`config.mk`:
```
export PLATFORM = sky130hd
export DESIGN_NAME = ula_seq
export DESIGN_NICKNAME = d
export VERILOG_FILES = /design/src/rtl/ula_seq.sv
export SDC_FILE = /design/constraint.sdc
export NUM_CORES = 1
export LEC_CHECK = 0
export BUFFER_PORTS_ARGS = -buffer_cell sky130_fd_sc_hd__buf_2
export CAP_MARGIN = 20
export CELL_PAD_IN_SITES_DETAIL_PLACEMENT = 0
export CELL_PAD_IN_SITES_GLOBAL_PLACEMENT = 1
export CORE_ASPECT_RATIO = 1.5
export CORE_MARGIN = 1
export CORE_UTILIZATION = 40
export DETAILED_ROUTE_END_ITERATION = 8
export PLACE_DENSITY_LB_ADDON = 0.1
export SETUP_SLACK_MARGIN = 0.5
export SLEW_MARGIN = 20
export SYNTH_ARGS = -nofsm -noshare
export SYNTH_HDL_FRONTEND = slang
export SYNTH_SLANG_ARGS = --single-unit
```
`constraint.sdc`:
```
create_clock -name clk -period 2.4 [get_ports clk]
set_input_delay 0.48 -clock clk [delete_from_list [all_inputs] [get_ports clk]]
set_output_delay 0.48 -clock clk [all_outputs]
set_load 0.005 [all_outputs]
```
`src/rtl/ula_seq.sv`:
```
// Handshaked W-bit ALU: ADD/SUB/SHL/SHR/AND/OR/XOR/NOT with registered result and flags.
// Shifts are iterative, one bit per cycle, unless ULA_BARREL_EN is defined (single-cycle barrel).
module ula_seq #(
  parameter int W = 8
) (
  input  logic         clk,
  input  logic         rst_n,
  input  logic         in_valid,
  output logic         in_ready,
  input  logic [2:0]   op,
  input  logic [W-1:0] a,
  input  logic [W-1:0] b,
  output logic         out_valid,
  input  logic         out_ready,
  output logic [W-1:0] s,
  output logic         c,
  output logic         v,
  output logic         zf,
  output logic         nf
);

  localparam int CW = $clog2(W);
  localparam logic [CW-1:0] CNT_ONE = CW'(1);

  localparam logic STATE_IDLE  = 1'b0;
  localparam logic STATE_SHIFT = 1'b1;

  localparam logic [2:0] OP_ADD = 3'd0;
  localparam logic [2:0] OP_SUB = 3'd1;
  localparam logic [2:0] OP_SHL = 3'd2;
  localparam logic [2:0] OP_SHR = 3'd3;
  localparam logic [2:0] OP_AND = 3'd4;
  localparam logic [2:0] OP_OR  = 3'd5;
  localparam logic [2:0] OP_XOR = 3'd6;

`ifdef ULA_BARREL_EN
  localparam bit BARREL = 1'b1;
`else
  localparam bit BARREL = 1'b0;
`endif

  function automatic logic add_ovf(input logic sa, input logic sb, input logic sr);
    return (sa == sb) && (sr != sa);
  endfunction

  function automatic logic sub_ovf(input logic sa, input logic sb, input logic sr);
    return (sa != sb) && (sr != sa);
  endfunction

  logic          state_q, state_d;
  logic          out_valid_q, out_valid_d;
  logic [W-1:0]  s_q, s_d;
  logic          c_q, c_d, v_q, v_d, zf_q, zf_d, nf_q, nf_d;
  logic [W-1:0]  work_q, work_d;
  logic [CW-1:0] cnt_q, cnt_d;
  logic          shl_q, shl_d;

  logic [W:0]    sum_w, diff_w, shl_w, shr_w;
  logic [W-1:0]  res;
  logic          res_c, res_v;
  logic          big_shift, is_shift, iter_start, accept;
  logic [W-1:0]  work_step;
  logic          step_c;
  logic          load;
  logic [W-1:0]  ld_s;
  logic          ld_c, ld_v;

  // Single-cycle result; the barrel shift also covers b == 0 in the iterative build
  always_comb begin
    sum_w     = {1'b0, a} + {1'b0, b};
    diff_w    = {1'b0, a} - {1'b0, b};
    shl_w     = {1'b0, a} << b;
    shr_w     = {a, 1'b0} >> b;
    big_shift = (32'(b) >= 32'(W));
    res       = '0;
    res_c     = 1'b0;
    res_v     = 1'b0;
    case (op)
      OP_ADD: begin
        res   = sum_w[W-1:0];
        res_c = sum_w[W];
        res_v = add_ovf(a[W-1], b[W-1], sum_w[W-1]);
      end
      OP_SUB: begin
        res   = diff_w[W-1:0];
        res_c = diff_w[W];
        res_v = sub_ovf(a[W-1], b[W-1], diff_w[W-1]);
      end
      OP_SHL: begin
        if (!big_shift) begin
          res   = shl_w[W-1:0];
          res_c = shl_w[W];
        end
      end
      OP_SHR: begin
        if (!big_shift) begin
          res   = shr_w[W:1];
          res_c = shr_w[0];
        end
      end
      OP_AND:  res = a & b;
      OP_OR:   res = a | b;
      OP_XOR:  res = a ^ b;
      default: res = ~a;
    endcase
  end

  assign is_shift   = (op == OP_SHL) || (op == OP_SHR);
  assign iter_start = !BARREL && is_shift && (b != '0) && !big_shift;
  assign in_ready   = (state_q == STATE_IDLE) && (!out_valid_q || out_ready);
  assign accept     = in_valid && in_ready;

  assign work_step = shl_q ? {work_q[W-2:0], 1'b0} : {1'b0, work_q[W-1:1]};
  assign step_c    = shl_q ? work_q[W-1] : work_q[0];

  always_comb begin
    state_d     = state_q;
    out_valid_d = out_valid_q;
    s_d         = s_q;
    c_d         = c_q;
    v_d         = v_q;
    zf_d        = zf_q;
    nf_d        = nf_q;
    work_d      = work_q;
    cnt_d       = cnt_q;
    shl_d       = shl_q;
    load        = 1'b0;
    ld_s        = res;
    ld_c        = res_c;
    ld_v        = res_v;

    if (out_valid_q && out_ready)
      out_valid_d = 1'b0;

    case (state_q)
      STATE_IDLE: begin
        if (accept) begin
          if (iter_start) begin
            work_d  = a;
            cnt_d   = b[CW-1:0];
            shl_d   = (op == OP_SHL);
            state_d = STATE_SHIFT;
          end else begin
            load = 1'b1;
          end
        end
      end
      default: begin
        work_d = work_step;
        cnt_d  = cnt_q - CNT_ONE;
        if (cnt_q == CNT_ONE) begin
          load    = 1'b1;
          ld_s    = work_step;
          ld_c    = step_c;
          ld_v    = 1'b0;
          state_d = STATE_IDLE;
        end
      end
    endcase

    // A new result wins over a same-edge drain
    if (load) begin
      s_d         = ld_s;
      c_d         = ld_c;
      v_d         = ld_v;
      zf_d        = (ld_s == '0);
      nf_d        = ld_s[W-1];
      out_valid_d = 1'b1;
    end
  end

  always_ff @(posedge clk or negedge rst_n) begin
    if (!rst_n) begin
      state_q     <= STATE_IDLE;
      out_valid_q <= 1'b0;
      s_q         <= '0;
      c_q         <= 1'b0;
      v_q         <= 1'b0;
      zf_q        <= 1'b0;
      nf_q        <= 1'b0;
      work_q      <= '0;
      cnt_q       <= '0;
      shl_q       <= 1'b0;
    end else begin
      state_q     <= state_d;
      out_valid_q <= out_valid_d;
      s_q         <= s_d;
      c_q         <= c_d;
      v_q         <= v_d;
      zf_q        <= zf_d;
      nf_q        <= nf_d;
      work_q      <= work_d;
      cnt_q       <= cnt_d;
      shl_q       <= shl_d;
    end
  end

  assign out_valid = out_valid_q;
  assign s         = s_q;
  assign c         = c_q;
  assign v         = v_q;
  assign zf        = zf_q;
  assign nf        = nf_q;

endmodule

```
**Yosys cells after proc, flatten, opt, wreduce, memory -nomap -nowiden**

Cells that the tools add are included.

- Register bits after elaboration: 26
- Bits of input ports: 23
- Output and inout bits: 14
- Word-level logic and storage cells: 82

- Add/sub/neg operators: 3
- $lt $le $gt $ge: 1
- Equal/unequal tests: 11
- Shifts and indexed selects: 2
- Multiplexer cells: 31
- Bitwise gates (word level): 5
- Reductions and logical operators: 19

Operators with widths:

| cell | number |
|---|---|
| 8-bit two-way mux | 8 |
| 8-bit one-hot mux with 7 select lines | 1 |
| 1-bit two-way mux | 17 |
| 8-bit by 8-bit adder with 9-bit output | 1 |
| 3-bit == test, second input constant | 3 |
| 3-bit two-way mux | 3 |
| 8-bit by 8-bit << shifter with 9-bit output | 1 |
| 9-bit by 8-bit >> shifter with 9-bit output | 1 |
| 8-bit by 8-bit subtractor with 9-bit output | 1 |
| 8-bit bitwise AND | 1 |
| 8-bit by 4-bit >= comparator with 1-bit output, second input constant | 1 |
| 8-bit zero test | 1 |
| 8-bit NOT | 1 |
| 8-bit bitwise OR | 1 |
| 8-bit nonzero test | 1 |
| 8-bit XOR | 1 |
| 1-bit logical AND | 7 |
| 3-bit by 1-bit == test with 1-bit output, second input constant | 2 |
| 3-bit by 2-bit == test with 1-bit output, second input constant | 2 |
| 2-bit nonzero test | 3 |
| 1-bit one-hot mux with 4 select lines | 1 |
| 3-bit zero test | 1 |
| 1-bit inequality test | 3 |
| 3-bit AND reduction | 1 |
| other kinds (7) | 9 |

**Logic depth before layout (Yosys ltp)**

Gate-level depths: netlist (run 1).

- Depth after elaboration: 8
- Depth in mapped cells: 11

**Worst setup path before layout (run 1)**

Ideal clock, no wire load.

- Path kind: input to register
- From: input port b[2]
- To: register zf_q, in the netlist zf
- Setup time: 0.103 ns
- Arrival: 2.776 ns
- Data required time: 2.297 ns
- Setup slack: -0.479 ns
- Stages on the path: 11
- Cells stage by stage: buf_2 inv_1 ha_1 buf_2 or3b_1 o311ai_1 nand3b_1 nor4_2 o21ai_0 or4_1 o41ai_2

- Cells in the longest elaborated chain, start to end: 6
- Elaborated cells on any way between the ends: 21
- Those cells by class: add/sub: 2; order compare: 1; shift: 2; mux: 8; bitwise: 3; reduce/logical: 5

RTL lines:

| item | line | text |
|---|---|---|
| start: declaration | 12 | `input logic [W-1:0] b,` |
| 8-bit by 4-bit >= comparator with 1-bit output (tied with other cells) | 74 | `big_shift = (32'(b) >= 32'(W));` |
| 8-bit two-way mux (tied with other cells) | 96 | `if (!big_shift) begin` |
| 8-bit one-hot mux with 7 select lines or 1-bit logical AND (tied branches) | 78, 109 |  |
| 8-bit two-way mux or 1-bit two-way mux (tied branches) | 151, 138 |  |
| 8-bit two-way mux or 1-bit two-way mux (tied branches) | 135, 137 |  |
| 8-bit zero test or 1-bit two-way mux (tied branches) | 166, 135 |  |
| end signal: assignment | 190 | `zf_q <= zf_d;` |
| end: declaration | 53 | `logic c_q, c_d, v_q, v_d, zf_q, zf_d, nf_q, nf_d;` |

Several ways; a longest one is shown, not always the timed one.
A chain may end at the register's enable or synchronous reset.

**Worst setup path after layout (run 1)**

- From: input port b[0]
- To: register zf_q, in the netlist zf

Same word-level chain as after synthesis.

==> metrics, run 1 <==
IR drop worst, VDD 552 uV; syn_nets 447; period utilization 107%; worst skew pair latency 0.27 ns; Max Transition Viols Final 0; Fin Clk Skew 0.00841 ns; setup TNS -0.253 ns; row cnt 39; DP Wirelength 9870 um; Starting Density 41.5%; fin area 0.00553 mm^2; #FFs+latches synth 25; CP top delay family compound AO/OA/AOI/OAI gates; slew margin rel. 63.4%; cts hold-fix bufs 0; Power Total 2.44 mW; Mapped Cells 396; Comb pwr share 55.2%; final hold vios 0; GP Congestion 0.887; top cell type's share of synthesized area 19.7%; Setup WS pre-CTS -0.612 ns; CP Max Fanout 3; fmax 389 MHz; Async S/R FF share, synth 100%; largest net degree at the start of global routing 26; EDFF count, synth 0; failing checks negative setup slack; Worst path depth 11; final WL 12900 um; clk slew on worst S/H paths 0.07 ns; number of buffers added on ports 36; CP Class input port to flop; Vias 3776; die height 111 um; placed cell area 0.00443 mm^2; Finished Layout Cells 668; P per Cell Area 441 mW/mm^2; share of layout cells above drive strength 1 56.0%; Fill cells 613; Area growth syn-to-layout 73.8%; Pre-antenna DRT Iters 4; RSZ-0062 raised after global routing true; Clock Tree Buf Depth 2; Seq pwr share 29.0%; Top FF cell, synth dfrtp_1; crit-path cells buf_6 > ha_4 > buf_4 > buf_6 > o21ba_4 > o211a_1 > nor3_2 > nor3b_2 > o31a_1 > or4_4 > o41ai_2; Seq/Total Area, Yosys 19.7%; GRT Util Overall 31.9%; syn avg cell area 8.03 um^2; P_sw 0.942 mW; Int Pwr 1.49 mW; number of max-cap violations 0; Inserted Clock Buffers 3; post-synth cell types 64; Root Buffer clkbuf_16; critical path data required time 2.57 ns; outcome complete, but fails checks; WL/cell 19.3 um; grt ovf 0; Leak 2.53 nW; CORE AREA 0.00766 mm^2; boundary pin count 37; H-tree levels 1; leading cell types in the layout, fill and taps excluded 123 x buf_4, 32 x buf_6, 28 x buf_2; critical path capture point type flop; Clk network pwr share 15.8%; worst slew pin tran 0.549 ns; # diodes 0; via/cell ratio 5.65; multi-input logic area 0.00294 mm^2; Yosys top cell by area dfrtp_1; Reg2Reg Depth 8; CP most frequent cell buf_6; number of global-route vias before repair 3864; Die W 74.8 um; nets 618; fin crit period 2.57 ns; Worst Path Arrival 2.74 ns; final worst slack -0.168 ns; 1st-iter DRT viols 145; first-pass GRT wire length 19700 um; synth top area cells dfrtp_1 20%, ha_1 10%, mux2i_1 6.3%; CTS tree yes; Hold Path Class input port to asynchronous set/reset pin; Residual DRC 0; Netlist Area Pre-Place 0.00318 mm^2; Bufs and invs on worst path 3; CP peak stage delay 0.55 ns; die area 0.00832 mm^2; CP startpoint kind input port; # setup viols final 2; register area 626 um^2; switch share 38.7%; CTS Sinks 25; Worst Hold Slack 0.187 ns; Placed Instances 631; slowest library cell on the worst path or4_4; Final Util 72.1%; initial antenna violation count 0; remaining antenna violation count after routing 0; synth warn 0; commonest non-fill, non-tap cell in the layout buf_4
-- logic make-up after synthesis --
logic type | after synthesis | share of synthesized area, %
flip-flops | 25 | 19.7
multiplexers | 36 | 13.7
adder cells (fa/ha/maj) | 28 | 11.5
buffers and inverters | 59 | 8.42
AND/OR/NAND/NOR | 128 | 20.5
XOR/XNOR | 2 | 0.551
AO/OA/AOI/OAI | 118 | 25.6
-- layer usage --
layer	vias to the layer above	part of all wire (%)	global-route usage, %
met2	104	52	56.0
li1	1814	-	-
met4	0	5.0	15.3
met3	40	3.3	2.73
met5	-	0	0
met1	1818	40	37.4
-- synthesized netlist by cell type (5+ instances only) --
master and count:
nor2_1 37, inv_1 32, a21oi_1 28, ha_1 26, dfrtp_1 25, nand2_1 25, o21ai_0 23, mux2i_1 20
buf_2 13, nand3_1 12, mux2_2 11, a211oi_1 9, nand2b_1 9, nor3_1 9, and3_1 8, clkbuf_1 8
a221oi_1 7, nor2b_1 6, a22oi_1 5, mux4_2 5, o31ai_1 5
-- what timing repair did --
action / CTS / global route
resized for setup: 108 / 73
endpoints found under the hold margin: 0 / 0
setup buffers: 17 / 16
pin swaps: 37 / 31
setup endpoints to repair: 24 / 25
-- worst register-to-register path: stages, from the launching register on --
cell	delay, ns
dfrtp_1	0.36
inv_2	0.05
ha_2	0.17
and3b_2	0.27
buf_4	0.16
nor4_2	0.34
o21ai_1	0.14
or4_4	0.54
o41ai_2	0.21
-- path summary, 6_finish.rpt --
path / startpoint / to / slack, ns
worst min register to register: s[2]$_DFFE_PN0P_ / s[2]$_DFFE_PN0P_ / 0.51
worst min-delay path: rst_n / s[0]$_DFFE_PN0P_ / 0.19
min in group clk: out_ready / out_valid$_DFFE_PN0P_ / 0.39
worst max register to register: cnt_q[1]$_DFFE_PN0P_ / zf$_DFFE_PN0P_ / 0.08
max in group asynchronous: rst_n / work_q[1]$_DFFE_PN0P_ / 1.84
worst max-delay path: b[0] / zf$_DFFE_PN0P_ / -0.17
-- flip-flops by register name, summed over array words and instances (netlist names) --
register   flops
c              1
cnt_q          3
zf             1
shl_q          1
s              8
state_q        1
work_q         8
v              1
out_valid      1
-- power groups by stage --
stage / Sequential, mW / Clock [mW] / Combinational (mW)
detailed placement: 0.663 / 0 / 0.997
global placement: 0.659 / 0 / 0.983
floorplan: 0.637 / 0 / 0.582
finish: 0.706 / 0.385 / 1.35
CTS: 0.667 / 0.395 / 1.15
global route: 0.714 / 0.410 / 1.45
-- layout make-up --
cell class	instances	area share [%]
Multi-Input combinational cell	312	53.1
Timing Repair Buffer	193	28.9
Sequential cell	25	11.3
Inverter	32	2.83
Tap cell	102	2.31
Clock buffer	3	1.36
Clock inverter	1	0.136
No activity file was read; power rests on OpenSTA's default activity.
==> run 2, diff against run 1 <==
--- a/config.mk
+++ b/config.mk
@@ -15,6 +15,7 @@
 export DETAILED_ROUTE_END_ITERATION = 8
 export PLACE_DENSITY_LB_ADDON = 0.1
 export SETUP_SLACK_MARGIN = 0.5
+export SKIP_LAST_GASP = 1
 export SLEW_MARGIN = 20
 export SYNTH_ARGS = -nofsm -noshare
 export SYNTH_HDL_FRONTEND = slang
==> metrics, run 2 (synthesis gave the netlist of run 1 again) <==
cts hold-fix bufs 0 (unchanged); fin crit period 2.62 ns (was 2.57 ns); Area growth syn-to-layout 66.1% (was 73.8%); worst slew pin tran 0.568 ns (was 0.549 ns); Starting Density 41.5% (unchanged); routing usage on met3 2.82% (was 2.73%); CP Class input port to flop (unchanged); Worst Path Arrival 2.79 ns (was 2.74 ns); # setup viols final 4 (was 2); Fin Clk Skew 0.00699 ns (was 0.00841 ns); Root Buffer clkbuf_16 (unchanged); row cnt 39 (unchanged); # diodes 0 (unchanged); CTS Sinks 25 (unchanged); GP Congestion 0.887 (unchanged); crit-path cells buf_12 > inv_6 > ha_4 > inv_2 > fa_2 > mux2i_2 > o221ai_2 > o31ai_2 > o21ai_1 > or4_4 > o41ai_2 (was buf_6 > ha_4 > buf_4 > buf_6 > o21ba_4 > o211a_1 > nor3_2 > nor3b_2 > o31a_1 > or4_4 > o41ai_2); Residual DRC 0 (unchanged); DP Wirelength 9870 um (unchanged); Pre-antenna DRT Iters 4 (unchanged); Max Transition Viols Final 0 (unchanged); GR Util met1 37.0% (was 37.4%); die height 111 um (unchanged); outcome complete, but fails checks (unchanged); clk slew on worst S/H paths 0.07 ns (about the same); Power Total 2.35 mW (was 2.44 mW); Bufs and invs on worst path 3 (unchanged); number of max-cap violations 0 (unchanged); grt peak-use layer met2 (unchanged); CP top delay family compound AO/OA/AOI/OAI gates (unchanged); leading cell types in the layout, fill and taps excluded 124 x buf_4, 29 x buf_2, 25 x nor2_1, 25 x dfrtp_1, 23 x buf_6 (was 123 x buf_4, 32 x buf_6, 28 x buf_2); initial antenna violation count 0 (unchanged); Finished Layout Cells 657 (was 668); slowest library cell on the worst path or4_4 (unchanged); P per Cell Area 445 mW/mm^2 (was 441 mW/mm^2); Fill cells 655 (was 613); remaining antenna violation count after routing 0 (unchanged); critical path data required time 2.57 ns (about the same); H-tree levels 1 (unchanged); GRT Util Overall 31.6% (was 31.9%); Clock Tree Buf Depth 2 (unchanged); nets 607 (was 618); met2 GRT Util 55.2% (was 56.0%); period utilization 109% (was 107%); CTS tree yes (unchanged); final worst slack -0.216 ns (was -0.168 ns); CP Max Fanout 3 (unchanged); WL/cell 19.1 um (was 19.3 um); 1st-iter DRT viols 138 (was 145); share of layout cells above drive strength 1 53.3% (was 56.0%); Die W 74.8 um (unchanged); IR drop worst, VDD 547 uV (was 552 uV); number of buffers added on ports 36 (unchanged); CORE AREA 0.00766 mm^2 (unchanged); Placed Instances 631 (unchanged); largest net degree at the start of global routing 26 (unchanged); Leak 2.44 nW (was 2.53 nW); Hold Path Class input port to asynchronous set/reset pin (unchanged); fmax 382 MHz (was 389 MHz); Vias 3752 (was 3776); number of global-route vias before repair 3844 (was 3864); die area 0.00832 mm^2 (unchanged); commonest non-fill, non-tap cell in the layout buf_4 (unchanged); worst skew pair latency 0.27 ns (about the same); first-pass GRT wire length 19600 um (was 19700 um); CP peak stage delay 0.54 ns (was 0.55 ns); slew margin rel. 62.1% (was 63.4%); final WL 12600 um (was 12900 um); grt ovf 0 (unchanged); failing checks negative setup slack (unchanged); boundary pin count 37 (unchanged); critical path capture point type flop (unchanged); final hold vios 0 (unchanged); CP startpoint kind input port (unchanged); RSZ-0062 raised after global routing true (unchanged); via/cell ratio 5.71 (was 5.65); Inserted Clock Buffers 3 (unchanged)
[run 2: changes by cell type in the layout (fill, tap and decap cells not counted), sizes merged]
cell      before  now
inv           31   32
clkinvlp       2    1
buf          193  182
[run 2: timing repair]
item,4_1_cts,5_1_grt
endpoints found under the hold margin,0,0
setup endpoints to repair,24,25
gates resized for setup,93,56
pin swaps,35,23
setup buffers,17,5
[run 2: metal layers]
metal,wire (um),up-vias
li1,-,1796
met1,5000,1826
met2,6670,97
met3,361,33
met4,546,0
met5,0,-
[run 2: cell type report]
class                           count  area, um^2  area share (%)
Tap cell                          102         128            2.42
Clock inverter                      1        7.51           0.142
Timing Repair Buffer              182        1440            27.3
Clock buffer                        3        75.1            1.42
Multi-Input combinational cell    312        2850            54.0
Inverter                           32         153            2.89
Sequential cell                    25         626            11.8
[run 2: worst paths after layout]
| kind | startpoint | to | slack (ns) | depth (start not counted) |
|---|---|---|---|---|
| setup / recovery | a[0] | zf$_DFFE_PN0P_ | -0.22 | 11 |
| min in group clk | out_ready | out_valid$_DFFE_PN0P_ | 0.39 | 2 |
| setup reg to reg | cnt_q[1]$_DFFE_PN0P_ | zf$_DFFE_PN0P_ | -0.07 | 9 |
| hold reg to reg | s[1]$_DFFE_PN0P_ | s[1]$_DFFE_PN0P_ | 0.49 | 2 |
| max in group asynchronous | rst_n | work_q[1]$_DFFE_PN0P_ | 1.82 | 1 |
| hold / removal | rst_n | s[0]$_DFFE_PN0P_ | 0.20 | 1 |
[run 2: report_power, final]
group / internal, mW / total, mW / switching [mW]
registers: 0.553 / 0.700 / 0.146
clock network: 0.227 / 0.384 / 0.157
logic: 0.667 / 1.27 / 0.599
total: 1.45 / 2.35 / 0.903
[run 2: stage by stage]
stage	cell area, um^2	utilization (%)	setup slack, ns	setup TNS, ns	hold slack, ns
after floorplan	3360	-	-0.211	-0.294	0.184
after global placement	4430	57.8	-0.559	-2.53	0.460
after detailed placement	4430	57.8	-0.612	-2.77	0.468
after CTS	5000	65.3	-0.276	-0.276	0.204
after global routing	5280	68.9	-0.288	-0.627	0.248
final	5280	68.9	-0.216	-0.387	0.195
==> run 3, diff against run 2 <==
--- a/config.mk
+++ b/config.mk
@@ -6,12 +6,11 @@
 export NUM_CORES = 1
 export LEC_CHECK = 0
 export BUFFER_PORTS_ARGS = -buffer_cell sky130_fd_sc_hd__buf_2
-export CAP_MARGIN = 20
-export CELL_PAD_IN_SITES_DETAIL_PLACEMENT = 0
-export CELL_PAD_IN_SITES_GLOBAL_PLACEMENT = 1
+export CELL_PAD_IN_SITES_DETAIL_PLACEMENT = 2
+export CELL_PAD_IN_SITES_GLOBAL_PLACEMENT = 2
 export CORE_ASPECT_RATIO = 1.5
 export CORE_MARGIN = 1
-export CORE_UTILIZATION = 40
+export CORE_UTILIZATION = 32
 export DETAILED_ROUTE_END_ITERATION = 8
 export PLACE_DENSITY_LB_ADDON = 0.1
 export SETUP_SLACK_MARGIN = 0.5
==> metrics, run 3 <==
stop err [ERROR DPL-0033] detailed placement checks failed during check placement.; Placed Instances 645 (was 631); Root Buffer clkbuf_16 (unchanged); most common cell in the netlist nor2_1 (unchanged); initial antenna violation count 0; largest net degree at the start of global routing 26; #FFs+latches synth 25 (unchanged); Clock Tree Buf Depth 2 (unchanged); Top FF cell, synth dfrtp_1 (unchanged); row cnt 44 (was 39); number of buffers added on ports 36 (unchanged); die height 124 um (was 111 um); DP Wirelength 12700 um (was 9870 um); CTS Sinks 25 (unchanged); Commonest cells post-synth 37 x nor2_1, 32 x inv_1, 28 x a21oi_1 (unchanged); Setup WS pre-CTS -0.730 ns (was -0.612 ns); worst_ep grt zf$_DFFE_PN0P_/D; Halt Stage 5_1_grt; WEP type register input; Async S/R FF share, synth 100% (unchanged); Starting Density 32.8% (was 41.5%); boundary pin count 37 (unchanged); top cell type's share of synthesized area 19.7% (unchanged); Yosys top cell by area dfrtp_1 (unchanged); post-synth cell types 64 (unchanged); Netlist Area Pre-Place 0.00318 mm^2 (unchanged); Seq/Total Area, Yosys 19.7% (unchanged); EDFF count, synth 0 (unchanged); syn avg cell area 8.03 um^2 (unchanged); Mapped Cells 396 (unchanged); GP Congestion 0.932 (was 0.887); synth warn 0 (unchanged); Inserted Clock Buffers 3 (unchanged); H-tree levels 1 (unchanged); synth top area cells dfrtp_1 20%, ha_1 10%, mux2i_1 6.3% (unchanged); outcome stopped before the end (was complete, but fails checks); syn_nets 447 (unchanged); Die W 83.4 um (was 74.8 um)
## run 3: kinds of logic after synthesis
family,count (synthesis),synth area share (%)
adders and majority gates,28,11.5
AOI/OAI and AO/OA,118,25.6
buffers and inverters,59,8.42
xor gates and xnor gates,2,0.551
DFF,25,19.7
and+or+nand+nor,128,20.5
muxes,36,13.7
## run 3: repair_timing
| item | in CTS |
|---|---|
| setup endpoints to repair | 25 |
| hold buffers | 0 |
| resized for setup | 126 |
| pin swaps | 40 |
| gates cloned | 1 |
| hold endpoints to repair | 0 |
| buffers inserted | 16 |
## run 3: metrics by stage
stage	instance area, um^2	util [%]	TNS [ns]
after CTS	5210	53.8	-0.401
after detailed placement	4460	46.0	-5.42
after global placement	4460	46.0	-2.96
after floorplan	3360	-	-0.294
==> run 4, diff against run 3 <==
==> config.mk (replaced) <==
export PLATFORM = sky130hd
export DESIGN_NAME = ula_seq
export DESIGN_NICKNAME = d
export VERILOG_FILES = /design/src/rtl/ula_seq.sv
export SDC_FILE = /design/constraint.sdc
export NUM_CORES = 1
export LEC_CHECK = 0
export BUFFER_PORTS_ARGS = -buffer_cell sky130_fd_sc_hd__buf_2
export CORE_MARGIN = 1
export CORE_UTILIZATION = 40
export DETAILED_ROUTE_END_ITERATION = 8
export PLACE_DENSITY_LB_ADDON = 0.15
export SKIP_LAST_GASP = 1
export SLEW_MARGIN = 20
export SYNTH_ARGS = -nofsm -noshare
export SYNTH_HDL_FRONTEND = slang
export SYNTH_SLANG_ARGS = --single-unit
==> constraint.sdc (replaced) <==
create_clock -name clk -period 3.1 [get_ports clk]
set_input_delay 0.62 -clock clk [delete_from_list [all_inputs] [get_ports clk]]
set_output_delay 0.62 -clock clk [all_outputs]
set_load 0.005 [all_outputs]
==> metrics, run 4 (synthesis gave the netlist of run 1 again) <==
CTS Sinks 25 (unchanged); Starting Density 41.2% (was 32.8%); outcome finished, final reports clean (was stopped before the end); DP Wirelength 8460 um (was 12700 um); Area growth syn-to-layout 19.2%; slew margin rel. 57.2%; fin area 0.00379 mm^2; placed cell area 0.00374 mm^2 (was 0.00446 mm^2); # diodes 0; remaining antenna violation count after routing 0; RSZ-0062 raised after global routing false; Die W 91.2 um (was 83.4 um); Clock Tree Buf Depth 2 (unchanged); grt ovf 0; Hold Path Class input port to asynchronous set/reset pin; Reg2Reg Depth 9; switch share 39.3%; Power Total 1.36 mW; Setup WS pre-CTS -0.0587 ns (was -0.730 ns); Vias 3348; boundary pin count 37 (unchanged); Final Util 49.0%; H-tree levels 1 (unchanged); Fill cells 758; fmax 343 MHz; GRT Util Overall 26.4%; via/cell ratio 5.96; initial antenna violation count 0; CP Class input port to flop; IR drop worst, VDD 322 uV; fin crit period 2.91 ns; worst skew pair latency 0.27 ns; first-pass GRT wire length 17200 um; reg-to-reg startpoint cnt_q[1]$_DFFE_PN0P_; Clk network pwr share 14.3%; Comb pwr share 48.4%; Pre-antenna DRT Iters 6; CP Max Fanout 3; critical path capture point type flop; nets 512; worst slew pin tran 0.643 ns; cts hold-fix bufs 0 (unchanged); setup TNS 0 ns; CORE AREA 0.00773 mm^2; number of buffers added on ports 36 (unchanged); row cnt 32 (was 44); crit-path cells buf_2 > inv_1 > ha_1 > inv_1 > fa_1 > mux2i_1 > o221ai_1 > o31ai_1 > o21ai_0 > or4_1 > o41ai_2; final hold vios 0; final worst slack 0.185 ns; CP peak stage delay 0.57 ns; die area 0.00831 mm^2; period utilization 94.0%; largest net degree at the start of global routing 26; leading cell types in the layout, fill and taps excluded 50 x buf_4, 37 x nor2_1, 36 x buf_2; Setup Buffers After CTS 0 (was 16); Residual DRC 0; die height 91.2 um (was 124 um); CP startpoint kind input port; number of global-route vias before repair 3174; Leak 1.77 nW; GP Congestion 0.953 (was 0.932); Inserted Clock Buffers 3 (unchanged); P_sw 0.536 mW; Root Buffer clkbuf_8 (was clkbuf_16); Int Pwr 0.826 mW; P per Cell Area 359 mW/mm^2; commonest non-fill, non-tap cell in the layout buf_4; WL/cell 18.8 um; 1st-iter DRT viols 262; slowest library cell on the worst path or4_1; Worst Path Arrival 3.08 ns; share of layout cells above drive strength 1 24.6%; Seq pwr share 37.3%; Fin Clk Skew 0.00176 ns; R2R Path End zf$_DFFE_PN0P_; critical path data required time 3.27 ns; Max Transition Viols Final 0; CTS tree yes; final WL 10600 um; # setup viols final 0; number of max-cap violations 0; clk slew on worst S/H paths 0.09 ns; CP most frequent cell inv_1; Reg2Reg Setup Slack 0.35 ns
==> run 4: worst max-delay path, delay by kind of cell <==
kind	cells	cell delay [ns]
compound gates	4	0.87
fa+ha+maj	2	0.59
buf+inv	3	0.25
mux	1	0.16
simple gates	1	0.57
==> run 4: worst max-delay path by stage <==
stage / start / endpoint / slack [ns] / depth (start not counted)
detailed placement: a[0] / zf$_DFFE_PN0P_ / -0.06 / 12
CTS: a[0] / zf$_DFFE_PN0P_ / 0.22 / 12
global placement: a[0] / zf$_DFFE_PN0P_ / 0.008 / 11
finish: a[0] / zf$_DFFE_PN0P_ / 0.19 / 11
global route: a[0] / zf$_DFFE_PN0P_ / 0.01 / 12
floorplan: b[2] / zf$_DFFE_PN0P_ / 0.08 / 11
==> run 4: area by class of cell <==
class | instances | area, um^2 | share of cell area [%]
Clock buffer | 4 | 45.0 | 1.19
Inverter | 32 | 120 | 3.17
Multi-Input combinational cell | 312 | 2300 | 60.6
Sequential cell | 25 | 626 | 16.5
Tap cell | 102 | 128 | 3.37
Timing Repair Buffer | 87 | 576 | 15.2
==> run 4: layer usage <==
layer,vias to the layer above,share of wire (%),track usage (%)
li1,1592,-,-
met1,1608,46,38.0
met2,132,45,41.6
met3,16,7.0,4.86
met4,0,1.6,4.37
met5,-,0,0
==> run 4: timing repair <==
action,CTS,global route
resized for setup,0,1
setup endpoints to repair,0,1
endpoints found under the hold margin,0,0
==> run 4: per-stage QoR <==
step,std cells,hold slack [ns]
after detailed placement,558,0.480
after global routing,562,0.378
after floorplan,396,0.324
after CTS,562,0.353
after global placement,558,0.467
final,562,0.335
==> run 4: power groups by stage <==
| stage | Sequential, mW | Clock [mW] | Combinational (mW) |
|---|---|---|---|
| after floorplan | 0.493 | 0 | 0.417 |
| after global placement | 0.509 | 0 | 0.643 |
| after detailed placement | 0.512 | 0 | 0.652 |
| after CTS | 0.506 | 0.200 | 0.654 |
| after global routing | 0.520 | 0.208 | 0.744 |
| final | 0.508 | 0.195 | 0.658 |
